$ cat src/rtl/buzz_pkg.sv
// Shared definitions for the buzzer event scheduler: event codes, per-event
// tone table and FSM states. Event code order doubles as priority order.
package buzz_pkg;

    typedef enum logic [1:0] {
        EV_FOUL    = 2'd0,
        EV_TIMEOUT = 2'd1,
        EV_LOCK    = 2'd2,
        EV_HOST    = 2'd3
    } event_e;

    typedef enum logic [1:0] {
        ST_IDLE = 2'd0,
        ST_PLAY = 2'd1,
        ST_GAP  = 2'd2
    } state_e;

    localparam logic [15:0] DIV_FOUL    = 16'd19181;
    localparam logic [15:0] DIV_TIMEOUT = 16'd23000;
    localparam logic [15:0] DIV_LOCK    = 16'd15408;
    localparam logic [15:0] DIV_HOST    = 16'd27000;

    localparam logic [1:0] BEEPS_FOUL    = 2'd3;
    localparam logic [1:0] BEEPS_TIMEOUT = 2'd2;
    localparam logic [1:0] BEEPS_LOCK    = 2'd1;
    localparam logic [1:0] BEEPS_HOST    = 2'd1;

    function automatic logic [15:0] ev_div(input event_e e);
        case (e)
            EV_FOUL:    return DIV_FOUL;
            EV_TIMEOUT: return DIV_TIMEOUT;
            EV_LOCK:    return DIV_LOCK;
            default:    return DIV_HOST;
        endcase
    endfunction

    function automatic logic [1:0] ev_beeps(input event_e e);
        case (e)
            EV_FOUL:    return BEEPS_FOUL;
            EV_TIMEOUT: return BEEPS_TIMEOUT;
            EV_LOCK:    return BEEPS_LOCK;
            default:    return BEEPS_HOST;
        endcase
    endfunction

    // Pending vector is indexed by event code; lowest set bit wins.
    function automatic event_e pick(input logic [3:0] p);
        if (p[0])      return EV_FOUL;
        else if (p[1]) return EV_TIMEOUT;
        else if (p[2]) return EV_LOCK;
        else           return EV_HOST;
    endfunction

endpackage

$ cat src/rtl/ms_timer.sv
// Loadable down-counter timing one beep or gap; done while the count is zero.
module ms_timer #(
    parameter int W = 8
) (
    input  logic         clk,
    input  logic         rst,
    input  logic         start,
    input  logic [W-1:0] load,
    output logic         done
);

    logic [W-1:0] cnt;

    always_ff @(posedge clk or negedge rst) begin
        if (!rst)
            cnt <= '0;
        else if (start)
            cnt <= load;
        else if (cnt != '0)
            cnt <= cnt - 1'b1;
    end

    assign done = (cnt == '0);

endmodule

$ cat src/rtl/buzz_sched.sv
// Buzzer event scheduler: edge-detects event requests, queues them by priority
// and plays each event's beep pattern as a tone divisor plus enable.
module buzz_sched
    import buzz_pkg::*;
#(
    parameter int CLK_PER_MS = 50000,
    parameter int BEEP_MS    = 200,
    parameter int GAP_MS     = 100
) (
    input  logic        clk,
    input  logic        rst,
    input  logic        req_foul,
    input  logic        req_lock,
    input  logic        req_host,
    input  logic        req_timeout,
    input  logic        flush,
    input  logic        mute,
    output logic [15:0] tone_div,
    output logic        tone_en,
    output logic        busy,
    output logic [1:0]  cur_event
);

    localparam int PLAY_CYC = BEEP_MS * CLK_PER_MS;
    localparam int GAP_CYC  = GAP_MS * CLK_PER_MS;
    localparam int MAX_CYC  = (BEEP_MS > GAP_MS ? BEEP_MS : GAP_MS) * CLK_PER_MS;
    localparam int TW       = $clog2(MAX_CYC + 1);

    logic [3:0]    req_now, req_d, edges, pending, pending_nxt, gmask;
    state_e        state, state_nxt;
    event_e        cur, cur_nxt, grant_ev;
    logic [1:0]    beeps, beeps_nxt;
    logic [15:0]   div_nxt;
    logic          tone_en_nxt, grant;
    logic          tmr_start, tmr_done;
    logic [TW-1:0] tmr_load;

    assign req_now = {req_host, req_lock, req_timeout, req_foul};
    assign edges   = req_now & ~req_d;

    ms_timer #(.W(TW)) u_timer (
        .clk   (clk),
        .rst   (rst),
        .start (tmr_start),
        .load  (tmr_load),
        .done  (tmr_done)
    );

    always_ff @(posedge clk or negedge rst) begin
        if (!rst) begin
            state    <= ST_IDLE;
            req_d    <= '0;
            pending  <= '0;
            cur      <= EV_FOUL;
            beeps    <= '0;
            tone_div <= '0;
            tone_en  <= 1'b0;
        end else begin
            state    <= state_nxt;
            req_d    <= req_now;
            pending  <= pending_nxt;
            cur      <= cur_nxt;
            beeps    <= beeps_nxt;
            tone_div <= div_nxt;
            tone_en  <= tone_en_nxt;
        end
    end

    always_comb begin
        state_nxt = state;
        cur_nxt   = cur;
        beeps_nxt = beeps;
        div_nxt   = tone_div;
        grant     = 1'b0;
        tmr_start = 1'b0;
        tmr_load  = TW'(PLAY_CYC - 1);
        grant_ev  = pick(pending);
        gmask     = 4'b0001 << grant_ev;

        case (state)
            ST_IDLE: grant = |pending;
            ST_PLAY: begin
                // A pending foul aborts any other event outright.
                if (pending[EV_FOUL] && cur != EV_FOUL)
                    grant = 1'b1;
                else if (tmr_done) begin
                    state_nxt = ST_GAP;
                    beeps_nxt = beeps - 2'd1;
                    tmr_start = 1'b1;
                    tmr_load  = TW'(GAP_CYC - 1);
                end
            end
            ST_GAP: begin
                if (pending[EV_FOUL] && cur != EV_FOUL)
                    grant = 1'b1;
                else if (tmr_done) begin
                    if (beeps != 2'd0) begin
                        state_nxt = ST_PLAY;
                        tmr_start = 1'b1;
                    end else begin
                        state_nxt = ST_IDLE;
                    end
                end
            end
            default: state_nxt = ST_IDLE;
        endcase

        pending_nxt = pending;
        if (grant) begin
            state_nxt   = ST_PLAY;
            cur_nxt     = grant_ev;
            div_nxt     = ev_div(grant_ev);
            beeps_nxt   = ev_beeps(grant_ev);
            tmr_start   = 1'b1;
            tmr_load    = TW'(PLAY_CYC - 1);
            pending_nxt = pending_nxt & ~gmask;
        end
        // New edges re-arm even the event being granted this cycle.
        pending_nxt = pending_nxt | edges;

        if (flush) begin
            state_nxt   = ST_IDLE;
            pending_nxt = '0;
        end

        tone_en_nxt = (state_nxt == ST_PLAY) && !mute;
    end

    assign busy      = (state != ST_IDLE);
    assign cur_event = cur;

endmodule

$ cat config.mk
export PLATFORM = sky130hd
export DESIGN_NAME = buzz_sched
export DESIGN_NICKNAME = d
export VERILOG_FILES = /design/src/rtl/buzz_pkg.sv /design/src/rtl/ms_timer.sv /design/src/rtl/buzz_sched.sv
export SDC_FILE = /design/constraint.sdc
export NUM_CORES = 1
export LEC_CHECK = 0
export ABC_AREA = 1
export ABC_CLOCK_PERIOD_IN_PS = 3300
export CAP_MARGIN = 20
export CORE_ASPECT_RATIO = 2
export CORE_UTILIZATION = 30
export DETAILED_ROUTE_END_ITERATION = 6
export PLACE_DENSITY = 0.58
export SYNTH_ARGS = -nofsm -noshare
export SYNTH_HDL_FRONTEND = slang
export SYNTH_HIERARCHICAL = 1
export SYNTH_SLANG_ARGS = --single-unit
export TNS_END_PERCENT = 30
$ cat constraint.sdc
create_clock -name clk -period 3.3 [get_ports clk]
set_clock_uncertainty 0.2 [all_clocks]
set_input_delay 0.99 -clock clk [delete_from_list [all_inputs] [get_ports clk]]
set_output_delay 0.99 -clock clk [all_outputs]
set_load 0.02 [all_outputs]
==> flow_metrics.env, run 1 <==
export IMPL_tns_ns=0
export IMPL_stdcell_area_um2=3501
export IMPL_cts_tree="built"
export IMPL_drt_wirelength_per_cell_um=12.53
export IMPL_postRouteAntennaNets=0
export IMPL_synth_area_um2=2952
export IMPL_switching_share=0.4033
export IMPL_power_switching_mw=1.006
export IMPL_place_ws_ns=0.6509
export IMPL_via_per_inst=4.545
export IMPL_areaGrowthSynthToFinish_pct=18.61
export IMPL_clk_pin_slew_worst_paths_ns=0.07
export IMPL_crit_end="busy"
export IMPL_min_from="tone_div[11]$_DFFE_PN0P_"
export IMPL_num_rows=50
export IMPL_gr_max_usage_layer="met2"
export IMPL_post_route_drc_count=0
export IMPL_num_io_pins=28
export IMPL_multiInputGateArea_um2=1516
export IMPL_port_buffers=25
export IMPL_pwr_share_comb=0.392
export IMPL_crit_top_cell="inv_1"
export IMPL_clkPwrFrac=0.242
export IMPL_r2r_end="u_timer/cnt[8]$_DFFE_PN0P_"
export IMPL_hold_viol_final=0
export IMPL_ys_seq_elements=48
export IMPL_core_area_um2=9447
export IMPL_power_leakage_nw=1.777
export IMPL_met1_usage=0.1497
export IMPL_final_cell_mix="156 x nand2_1, 50 x nor2_1, 48 x dfrtp_1, 47 x inv_1, 24 x clkdlybuf4s50_1"
export IMPL_start_kind="flip-flop"
export IMPL_dp_hpwl_mm=5.520
export IMPL_hp_class="flip-flop to flip-flop"
export IMPL_drive_gt1_frac=0.05088
export IMPL_synth_avg_cell_area_um2=7.078
export IMPL_critPathTopFamily="buffers and inverters"
export IMPL_status="finished clean"
export IMPL_vias=2645
export IMPL_grt_use_met3=0.02479
export IMPL_ir_worst_vdd_mv=0.3090
export IMPL_p_int_mw=1.488
export IMPL_grt_overflow=0
export IMPL_crit_fanout=6
export IMPL_syn_instance_count=417
export IMPL_p_per_area_nw_per_um2=712.2
export IMPL_placed_area_um2=3328
export IMPL_synth_seq_area_share=0.4070
export IMPL_dr_pass1_iters=5
export IMPL_die_x_um=72.14
export IMPL_grt_pass1_wl_mm=12.48
export IMPL_clock_latency_ns=0.30
export IMPL_hold_slack_ns=0.2675
export IMPL_crit_required_ns=2.11
export IMPL_reg2reg_slack_ns=0.76
export IMPL_rsz0062_at_grt="no"
export IMPL_seq_area_um2=1201
export IMPL_dr_first_iter_drc_count=155
export IMPL_period_share=0.9083
export IMPL_yosys_warnings=6
export IMPL_cts_root_buf="clkbuf_16"
export IMPL_grt_use_total=0.1591
export IMPL_htreeDepth=2
export IMPL_arrival_ns=1.81
export IMPL_clk_path_buf_depth=2
export IMPL_postCtsHoldBufs=0
export IMPL_fmax_mhz=333.6
export IMPL_slowest_delay_ns=0.59
export IMPL_layout_setup_ws_ns=0.3027
export IMPL_grt_pass1_vias=2675
export IMPL_synthDistinctLibCells=27
export IMPL_worstMarginPinSlew_ns=0.9185
export IMPL_final_util=0.3706
export IMPL_crit_buf_inv=3
export IMPL_slew_violations=0
export IMPL_cts_setup_buffers=0
export IMPL_final_common_cell="nand2_1"
export IMPL_die_h_um=142.3
export IMPL_place_gp_congestion=0.9457
export IMPL_period_needed_ns=2.997
export IMPL_initial_core_util=0.3125
export IMPL_rr_worst_depth=10
export IMPL_finalSetupViolations=0
export IMPL_pwr_share_seq=0.366
export IMPL_num_fill_cells=1011
export IMPL_endpoint_kind="output pin"
export IMPL_rr_startpoint="state[0]$_DFF_PN0_"
export IMPL_cts_resized_gates=0
export IMPL_die_area_um2=10260
export IMPL_path_depth=4
export IMPL_antenna_found_initial=0
export IMPL_startpoint="state[0]$_DFF_PN0_"
export IMPL_clock_sinks=48
export IMPL_slew_headroom=0.3854
export IMPL_met2_usage=0.3178
export IMPL_grt_max_degree=49
export IMPL_crit_path_top_delay_cell="clkdlybuf4s50_1"
export IMPL_maxCapViolCount=0
export IMPL_cts_made_buffers=5
export IMPL_num_antenna_cells=0
export IMPL_wirelength_mm=7.295
export IMPL_critPathKind="flip-flop to output pin"
export IMPL_crit_chain="inv_1, ha_1, inv_1, clkdlybuf4s50_1"
export IMPL_fin_nets=473
-- cell usage after synthesis, drive strengths merged --
cell type	instances	area [um2]
nand2	160	620.6
nor2	54	212.7
dfrtp	48	1201
inv	48	180.2
nand3	22	110.1
o21ai	22	110.1
ha	14	175.2
buf	12	95.08
nand4	8	50.05
a21oi	6	30.03
xnor2	5	43.79
nand3b	4	30.03
xor2	4	35.03
or2	3	18.77
clkbuf	2	7.510
conb	2	7.510
o2111ai	1	8.760
o21a	1	7.510
o21bai	1	7.510
-- power by group through the flow --
stage | combinational [mW] | clock [mW] | sequential (mW)
global route | 1.11 | 0.640 | 0.937
floorplan | 0.657 | 0 | 0.936
global placement | 0.965 | 0 | 0.920
finish | 0.977 | 0.603 | 0.913
CTS | 0.985 | 0.624 | 0.914
detailed placement | 0.977 | 0 | 0.923
-- per-stage QoR --
step           cells  power [mW]
2_1_floorplan    430       1.593
6_report         582       2.493
3_5_place_dp     574       1.900
3_3_place_gp     574       1.884
5_1_grt          582       2.687
4_1_cts          582       2.523
-- registers in the layout, summed over array words and instances (netlist names) --
register	count
beeps	2
tone_en	1
cur_event	2
u_timer/cnt	24
req_d	4
tone_div	9
state	2
pending	4
-- cells by family after synthesis --
logic type | after synthesis | synth area share
DFF | 48 | 0.4070
and+or+nand+nor | 251 | 0.3531
AOI/OAI and AO/OA | 31 | 0.05553
buffers and inverters | 62 | 0.09580
xor gates and xnor gates | 9 | 0.02670
other | 2 | 0.002544
adders and majority gates | 14 | 0.05935
-- cell type report --
class / count / share of cell area
clock buffers: 5 / 0.03574
clock inverters: 3 / 0.01358
flip-flops and latches: 48 / 0.3431
well taps: 130 / 0.04646
multi-input cells: 320 / 0.4332
repair buffers: 28 / 0.07648
inverters: 48 / 0.05147
-- how the worst min path moves through the flow --
stage	depth (start not counted)	end
final	1	tone_div[11]$_DFFE_PN0P_
after global routing	1	tone_div[11]$_DFFE_PN0P_
after global placement	1	tone_div[11]$_DFFE_PN0P_
after floorplan	2	beeps[0]$_DFFE_PN0P_
after detailed placement	1	tone_div[11]$_DFFE_PN0P_
after CTS	1	tone_div[11]$_DFFE_PN0P_
-- worst register-to-register path, stage by stage, from the launching register on --
cell and delay, ns:
dfrtp_1 0.44, inv_1 0.12, ha_1 0.32, nand3_1 0.14
nand2_4 0.14, nand2_4 0.17, nand2_1 0.30, inv_1 0.17
or2_2 0.31, nand2_1 0.06, nor2_1 0.04
-- routing by layer --
metal / up-vias / routed length [um]
li1: 1333 / -
met1: 1241 / 2577
met2: 52 / 4282
met3: 19 / 177
met4: 0 / 259
met5: - / 0
No activity file was read; power rests on OpenSTA's default activity.
==> inputs of run 2 (changes only) <==
CAP_MARGIN = not set   (was 20)
==> results of run 2 <==
Final layout, timing and power as in run 1 (identical DEF).
